$ cat config.mk
export PLATFORM = sky130hd
export DESIGN_NAME = mem_access_unit
export DESIGN_NICKNAME = d
export VERILOG_FILES = /design/src/rtl/mem_access_unit.sv
export SDC_FILE = /design/constraint.sdc
export NUM_CORES = 1
export LEC_CHECK = 0
export BUFFER_PORTS_ARGS = -buffer_cell sky130_fd_sc_hd__buf_2
export CAP_MARGIN = 20
export CORE_MARGIN = 10
export CORE_UTILIZATION = 44
export DETAILED_ROUTE_END_ITERATION = 10
export PLACE_DENSITY_LB_ADDON = 0.2
export SLEW_MARGIN = 10
export SYNTH_ARGS = -nofsm -noshare
export SYNTH_HDL_FRONTEND = slang
export SYNTH_SLANG_ARGS = --single-unit
$ cat constraint.sdc
create_clock -name clk -period 1.87 [get_ports clk]
set_input_delay 0.0935 -clock clk [delete_from_list [all_inputs] [get_ports clk]]
set_output_delay 0.0935 -clock clk [all_outputs]
set_load 0.1 [all_outputs]
$ cat src/rtl/mem_access_unit.sv
// Data-memory access unit for the MEM stage: issues one handshake per
// load/store, stalls the pipeline until ack (or timeout), aligns store
// lanes and extends load data.
module mem_access_unit #(
  parameter int ACK_TIMEOUT = 255
) (
  input  logic        clk,
  input  logic        rst,
  input  logic [31:0] ALUResultM,
  input  logic [31:0] WriteDataM,
  input  logic        MemWriteM,
  input  logic [1:0]  ResultSrcM,
  input  logic [2:0]  funct3M,
  output logic        StallM,
  output logic [31:0] ReadDataM,
  output logic        MisalignM,
  output logic        BusErrM,
  output logic        mem_req,
  output logic        mem_we,
  output logic [31:0] mem_addr,
  output logic [31:0] mem_wdata,
  output logic [3:0]  mem_be,
  input  logic [31:0] mem_rdata,
  input  logic        mem_ack
);

  // Counter holds the index of the current BUSY cycle (0 .. ACK_TIMEOUT-1).
  localparam int CNT_W = (ACK_TIMEOUT > 1) ? $clog2(ACK_TIMEOUT) : 1;
  localparam logic [CNT_W-1:0] CNT_LAST = CNT_W'(ACK_TIMEOUT - 1);

  typedef enum logic [1:0] {
    IDLE = 2'd0,
    BUSY = 2'd1,
    HOLD = 2'd2
  } state_t;

  state_t           state_q, state_d;
  logic [CNT_W-1:0] cnt_q, cnt_d;
  logic             req_q, req_d;
  logic             we_q, we_d;
  logic [3:0]       be_q, be_d;
  logic [31:0]      addr_q, addr_d;
  logic [31:0]      wdata_q, wdata_d;
  logic [2:0]       f3_q, f3_d;
  logic [1:0]       lane_q, lane_d;
  logic [31:0]      rdata_q, rdata_d;
  logic             buserr_q, buserr_d;
  logic             stall_c, misalign_c;

  logic is_store, is_load, is_access, misaligned;

  // Size code funct3[1:0]: 00 byte, 01 half, 1x word.
  function automatic logic misaligned_f(input logic [1:0] size, input logic [1:0] a);
    case (size)
      2'b00:   return 1'b0;
      2'b01:   return a[0];
      default: return a != 2'b00;
    endcase
  endfunction

  function automatic logic [3:0] lane_mask_f(input logic [1:0] size, input logic [1:0] a);
    case (size)
      2'b00:   return 4'b0001 << a;
      2'b01:   return a[1] ? 4'b1100 : 4'b0011;
      default: return 4'b1111;
    endcase
  endfunction

  // Replicate the right-aligned store data so every enabled lane sees it.
  function automatic logic [31:0] store_data_f(input logic [1:0] size, input logic [31:0] wd);
    case (size)
      2'b00:   return {4{wd[7:0]}};
      2'b01:   return {2{wd[15:0]}};
      default: return wd;
    endcase
  endfunction

  function automatic logic [31:0] load_extend_f(input logic [2:0] f3, input logic [1:0] a,
                                                input logic [31:0] rd);
    logic [31:0] shifted;
    logic [7:0]  b;
    logic [15:0] h;
    shifted = rd >> {a, 3'b000};
    b = shifted[7:0];
    h = a[1] ? rd[31:16] : rd[15:0];
    case (f3)
      3'b000:  return {{24{b[7]}}, b};
      3'b001:  return {{16{h[15]}}, h};
      3'b100:  return {24'd0, b};
      3'b101:  return {16'd0, h};
      default: return rd;
    endcase
  endfunction

  assign is_store   = MemWriteM;
  assign is_load    = !MemWriteM && (ResultSrcM == 2'b01);
  assign is_access  = is_store || is_load;
  assign misaligned = misaligned_f(funct3M[1:0], ALUResultM[1:0]);

  // Next-state, handshake register and combinational stall/misalign decode.
  always_comb begin
    state_d    = state_q;
    cnt_d      = cnt_q;
    req_d      = req_q;
    we_d       = we_q;
    be_d       = be_q;
    addr_d     = addr_q;
    wdata_d    = wdata_q;
    f3_d       = f3_q;
    lane_d     = lane_q;
    rdata_d    = rdata_q;
    buserr_d   = 1'b0;
    stall_c    = 1'b0;
    misalign_c = 1'b0;
    case (state_q)
      IDLE: begin
        if (is_access) begin
          if (misaligned) begin
            misalign_c = 1'b1;
            rdata_d    = 32'd0;
          end else begin
            stall_c = 1'b1;
            state_d = BUSY;
            cnt_d   = '0;
            req_d   = 1'b1;
            we_d    = is_store;
            be_d    = lane_mask_f(funct3M[1:0], ALUResultM[1:0]);
            addr_d  = {ALUResultM[31:2], 2'b00};
            wdata_d = is_store ? store_data_f(funct3M[1:0], WriteDataM) : 32'd0;
            f3_d    = funct3M;
            lane_d  = ALUResultM[1:0];
          end
        end
      end
      BUSY: begin
        stall_c = 1'b1;
        if (mem_ack) begin
          state_d = HOLD;
          req_d   = 1'b0;
          we_d    = 1'b0;
          be_d    = 4'b0000;
          if (!we_q) rdata_d = load_extend_f(f3_q, lane_q, mem_rdata);
        end else if (cnt_q == CNT_LAST) begin
          state_d  = HOLD;
          req_d    = 1'b0;
          we_d     = 1'b0;
          be_d     = 4'b0000;
          buserr_d = 1'b1;
          rdata_d  = 32'd0;
        end else begin
          cnt_d = cnt_q + CNT_W'(1);
        end
      end
      HOLD: begin
        state_d = IDLE;
      end
      default: begin
        state_d = IDLE;
        req_d   = 1'b0;
        we_d    = 1'b0;
        be_d    = 4'b0000;
      end
    endcase
  end

  // State and output registers; reset clears everything and abandons any request.
  always_ff @(posedge clk) begin
    if (rst) begin
      state_q  <= IDLE;
      cnt_q    <= '0;
      req_q    <= 1'b0;
      we_q     <= 1'b0;
      be_q     <= 4'b0000;
      addr_q   <= 32'd0;
      wdata_q  <= 32'd0;
      f3_q     <= 3'd0;
      lane_q   <= 2'd0;
      rdata_q  <= 32'd0;
      buserr_q <= 1'b0;
    end else begin
      state_q  <= state_d;
      cnt_q    <= cnt_d;
      req_q    <= req_d;
      we_q     <= we_d;
      be_q     <= be_d;
      addr_q   <= addr_d;
      wdata_q  <= wdata_d;
      f3_q     <= f3_d;
      lane_q   <= lane_d;
      rdata_q  <= rdata_d;
      buserr_q <= buserr_d;
    end
  end

  assign StallM    = stall_c && !rst;
  assign MisalignM = misalign_c && !rst;
  assign ReadDataM = rdata_q;
  assign BusErrM   = buserr_q;
  assign mem_req   = req_q;
  assign mem_we    = we_q;
  assign mem_be    = be_q;
  assign mem_addr  = addr_q;
  assign mem_wdata = wdata_q;

endmodule

==> impl_metrics.tcl <==
set metrics [dict create \
    crit_family "simple AND/OR/NAND/NOR gates" \
    rsz0062_at_grt "yes" \
    synth_ff_type "dfxtp_1" \
    dieWidth_um 129.1 \
    antenna_found_initial 1 \
    postSynthAreaPerCell_um2 8.144 \
    cp_slowest_cell "or3_1" \
    period_minus_slack_ps 1820 \
    stdcell_count 1053 \
    setup_viol 0 \
    worst_pin_slew_ps 550.5 \
    cp_max_fo 7 \
    period_share_pct 97.31 \
    worstPathRequired_ps 2210 \
    status "completed" \
    max_stage_delay_ps 350 \
    synth_edf_count 0 \
    async_flop_share_pct 0 \
    arrival_ps 2160 \
    grt_usage_pct 21.48 \
    first_global_vias 5728 \
    place_worst_setup_slack_ps -88.31 \
    clock-sinks 116 \
    grt_pass1_wl_um 28790 \
    path_buf_inv 2 \
    drive_gt1_share_pct 34.43 \
    synth.area.top_cells "dfxtp_1 44%, nand2_1 8.2%, a21oi_1 7.5%" \
    synth_seq_area_share_pct 44.35 \
    synth_top_area_share_pct 44.35 \
    cts_max_level 4 \
    finClkSkew_ps 12.47 \
    setup_tns_ps 0 \
    clk_latency_ps 420 \
    maxCapViolCount 0 \
    first_iter_violations 356 \
    ys_warn_count 0 \
    io_buffers 207 \
    dr.pass1.iters 5 \
    ant_nets 0 \
    num_rows 39 \
    dieArea_um2 16660 \
    powerDensity_nw_per_um2 990.4 \
    start_kind "register" \
    nNetsFinal 1005 \
    p_leak_nw 3.408 \
    wl_per_cell_um 17.15 \
    cts_root_buffer "clkbuf_16" \
    setup.worst_path.end_class "register" \
    grt-ovfl-total 0 \
    cts_tree "done" \
    syn_inst 643 \
    num_vias 5651 \
    synth_area_leader_cell "dfxtp_1" \
    detail_route.drc_violations 0 \
    slew-limit-headroom_pct 63.30 \
    cts.clk_slew.worst_paths_ps 50 \
    viasPerCell 5.367 \
    stdcell_area_um2 7701 \
    criticalPathCategory "reg2reg" \
    core_um2 11520 \
    wl_um 18060 \
    die_h_um 129.1 \
    worstPathCellList "inv_2, ha_2, and3_4, a211oi_4, a21oi_2, buf_6, or3_1, a21oi_1" \
    dpl_cell_area_um2 6539 \
    hpwl_um 12720 \
    gp_congestion 0.8153 \
    cts_buffers 17 \
    cts_buffer_depth 2 \
    final_max_slew_viol_count 0 \
    syn_to_final_growth_pct 47.07 \
    initial_utilization_pct 45.47 \
    synth_area_um2 5236 \
    clock.fmax_mhz 549.5 \
    synth_cell_types 47 \
    synth-seq-cells 116 \
    irDropWorstVdd_mv 0.6985 \
    holdCritPathClass "in2reg" \
    hold_viol 0 \
    io_pins 210 \
    grt_max_degree 53 \
    layout_setup_ws_ps 50.27 \
    placed_cells 970 \
]
[final timing paths]
| kind | slack (ps) | startpoint | end | depth (start not counted) |
|---|---|---|---|---|
| worst min-delay path | 10 | mem_rdata[18] | ReadDataM[18] | 3 |
| worst max-delay path | 50 | cnt_q[0] | cnt_q[6] | 8 |
| worst max register to register | 50 | cnt_q[0] | cnt_q[6] | 8 |
| worst min register to register | 450 | mem_wdata[12] | mem_wdata[12] | 2 |
[state kept, by name (all words and copies together), names as in the netlist]
register	flops
mem_we	1
lane_q	2
cnt_q	8
f3_q	3
mem_be	4
mem_req	1
ReadDataM	32
mem_wdata	32
BusErrM	1
mem_addr	30
state_q	2
[where the power goes]
part | leakage, nW | switching, mW | internal (mW)
combinational | 2.18 | 1.33 | 0.514
clock | 0.284 | 1.07 | 2.06
sequential | 0.945 | 0.0673 | 2.59
total | 3.41 | 2.46 | 5.16
[cell type report]
| type | count | area (µm²) |
|---|---|---|
| Fill cell | 914 | 3815 |
| Multi-Input combinational cell | 464 | 2743 |
| Antenna cell | 1 | 2.502 |
| Timing Repair Buffer | 288 | 1832 |
| Clock buffer | 27 | 534.3 |
| Inverter | 11 | 41.29 |
| Sequential cell | 116 | 2330 |
| Clock inverter | 3 | 40.04 |
| Tap cell | 143 | 178.9 |
[repair_timing]
item                                    in CTS  in global routing
setup buffers                                0                  2
resized for setup                            6                 13
hold buffers                                50                  0
pin swaps                                    2                 11
hold endpoints to repair                    50                  0
gates cloned                                 0                  0
endpoints found under the setup margin       8                 20
[layer usage]
| metal | vias to the layer above | GRT usage [%] | wire length, µm |
|---|---|---|---|
| li1 | 2764 | - | - |
| met1 | 2602 | 22.91 | 7030 |
| met2 | 243 | 35.77 | 8716 |
| met3 | 42 | 9.992 | 1865 |
| met4 | 0 | 9.833 | 450 |
| met5 | - | 0 | 0 |
[synthesized netlist by cell type, types with 9 or more instances]
library cell / n
a21oi_1: 78
a22o_1: 12
a22oi_1: 18
buf_2: 13
clkbuf_1: 31
dfxtp_1: 116
inv_1: 10
mux2_2: 22
nand2_1: 115
nand3_1: 35
nor2_1: 39
nor2b_1: 27
nor3_1: 9
o21ai_0: 19
o31ai_1: 17
[cell families (layout without fill, tap and decap cells)]
| family | Yosys count | in the layout | share of synthesized area (%) |
|---|---|---|---|
| AOI/OAI and AO/OA | 176 | 176 | 21.27 |
| xor gates and xnor gates | 4 | 4 | 0.6692 |
| adders and majority gates | 2 | 2 | 0.4778 |
| buffers and inverters | 64 | 329 | 5.042 |
| DFF | 116 | 116 | 44.35 |
| muxes | 30 | 30 | 6.499 |
| other | 1 | 3 | 0.07162 |
| and+or+nand+nor | 250 | 250 | 21.62 |
[per-stage QoR]
step | utilization [%] | power, mW | hold slack (ps)
3_5_place_dp | 56.78 | 4.422 | 342.5
3_3_place_gp | 56.78 | 4.399 | 333.5
6_report | 66.87 | 7.627 | 10.19
2_1_floorplan | - | 3.996 | 170.6
4_1_cts | 66.36 | 7.642 | 1.142
5_1_grt | 66.87 | 7.912 | 3.973
[cell usage in the layout, fill, tap and decap left out, types with 3 or more instances in the layout]
| cell type | synthesis | layout |
|---|---|---|
| a31oi_1 | 7 | 7 |
| nand3_1 | 35 | 34 |
| buf_12 | 0 | 4 |
| a211o_1 | 6 | 6 |
| clkbuf_16 | 0 | 18 |
| dfxtp_1 | 116 | 112 |
| nor2b_1 | 27 | 27 |
| clkbuf_1 | 31 | 4 |
| mux2_2 | 22 | 22 |
| mux2i_1 | 7 | 7 |
| nand2b_1 | 4 | 4 |
| a22o_1 | 12 | 12 |
| clkbuf_8 | 0 | 5 |
| nand2_1 | 115 | 114 |
| a22oi_1 | 18 | 18 |
| dfxtp_2 | 0 | 3 |
| inv_1 | 10 | 9 |
| dlygate4sd3_1 | 0 | 50 |
| and2_1 | 4 | 3 |
| nor3_1 | 9 | 8 |
| nor2_1 | 39 | 38 |
| buf_4 | 2 | 27 |
| a21oi_1 | 78 | 73 |
| o31ai_1 | 17 | 16 |
| nor4_1 | 3 | 3 |
| a21oi_2 | 0 | 5 |
| o221ai_1 | 7 | 7 |
| or3_1 | 5 | 5 |
| buf_2 | 13 | 205 |
| xnor2_1 | 3 | 3 |
| o21ai_1 | 3 | 3 |
| o21ai_0 | 19 | 19 |
[worst register-to-register path, delay by kind of cell, from the launching register on]
family	cells	cell delay, ps
DFF	1	330
AOI/OAI and AO/OA	3	520
and+or+nand+nor	2	540
buffers and inverters	2	190
adders and majority gates	1	170
Power figures use the tool's default switching activity.
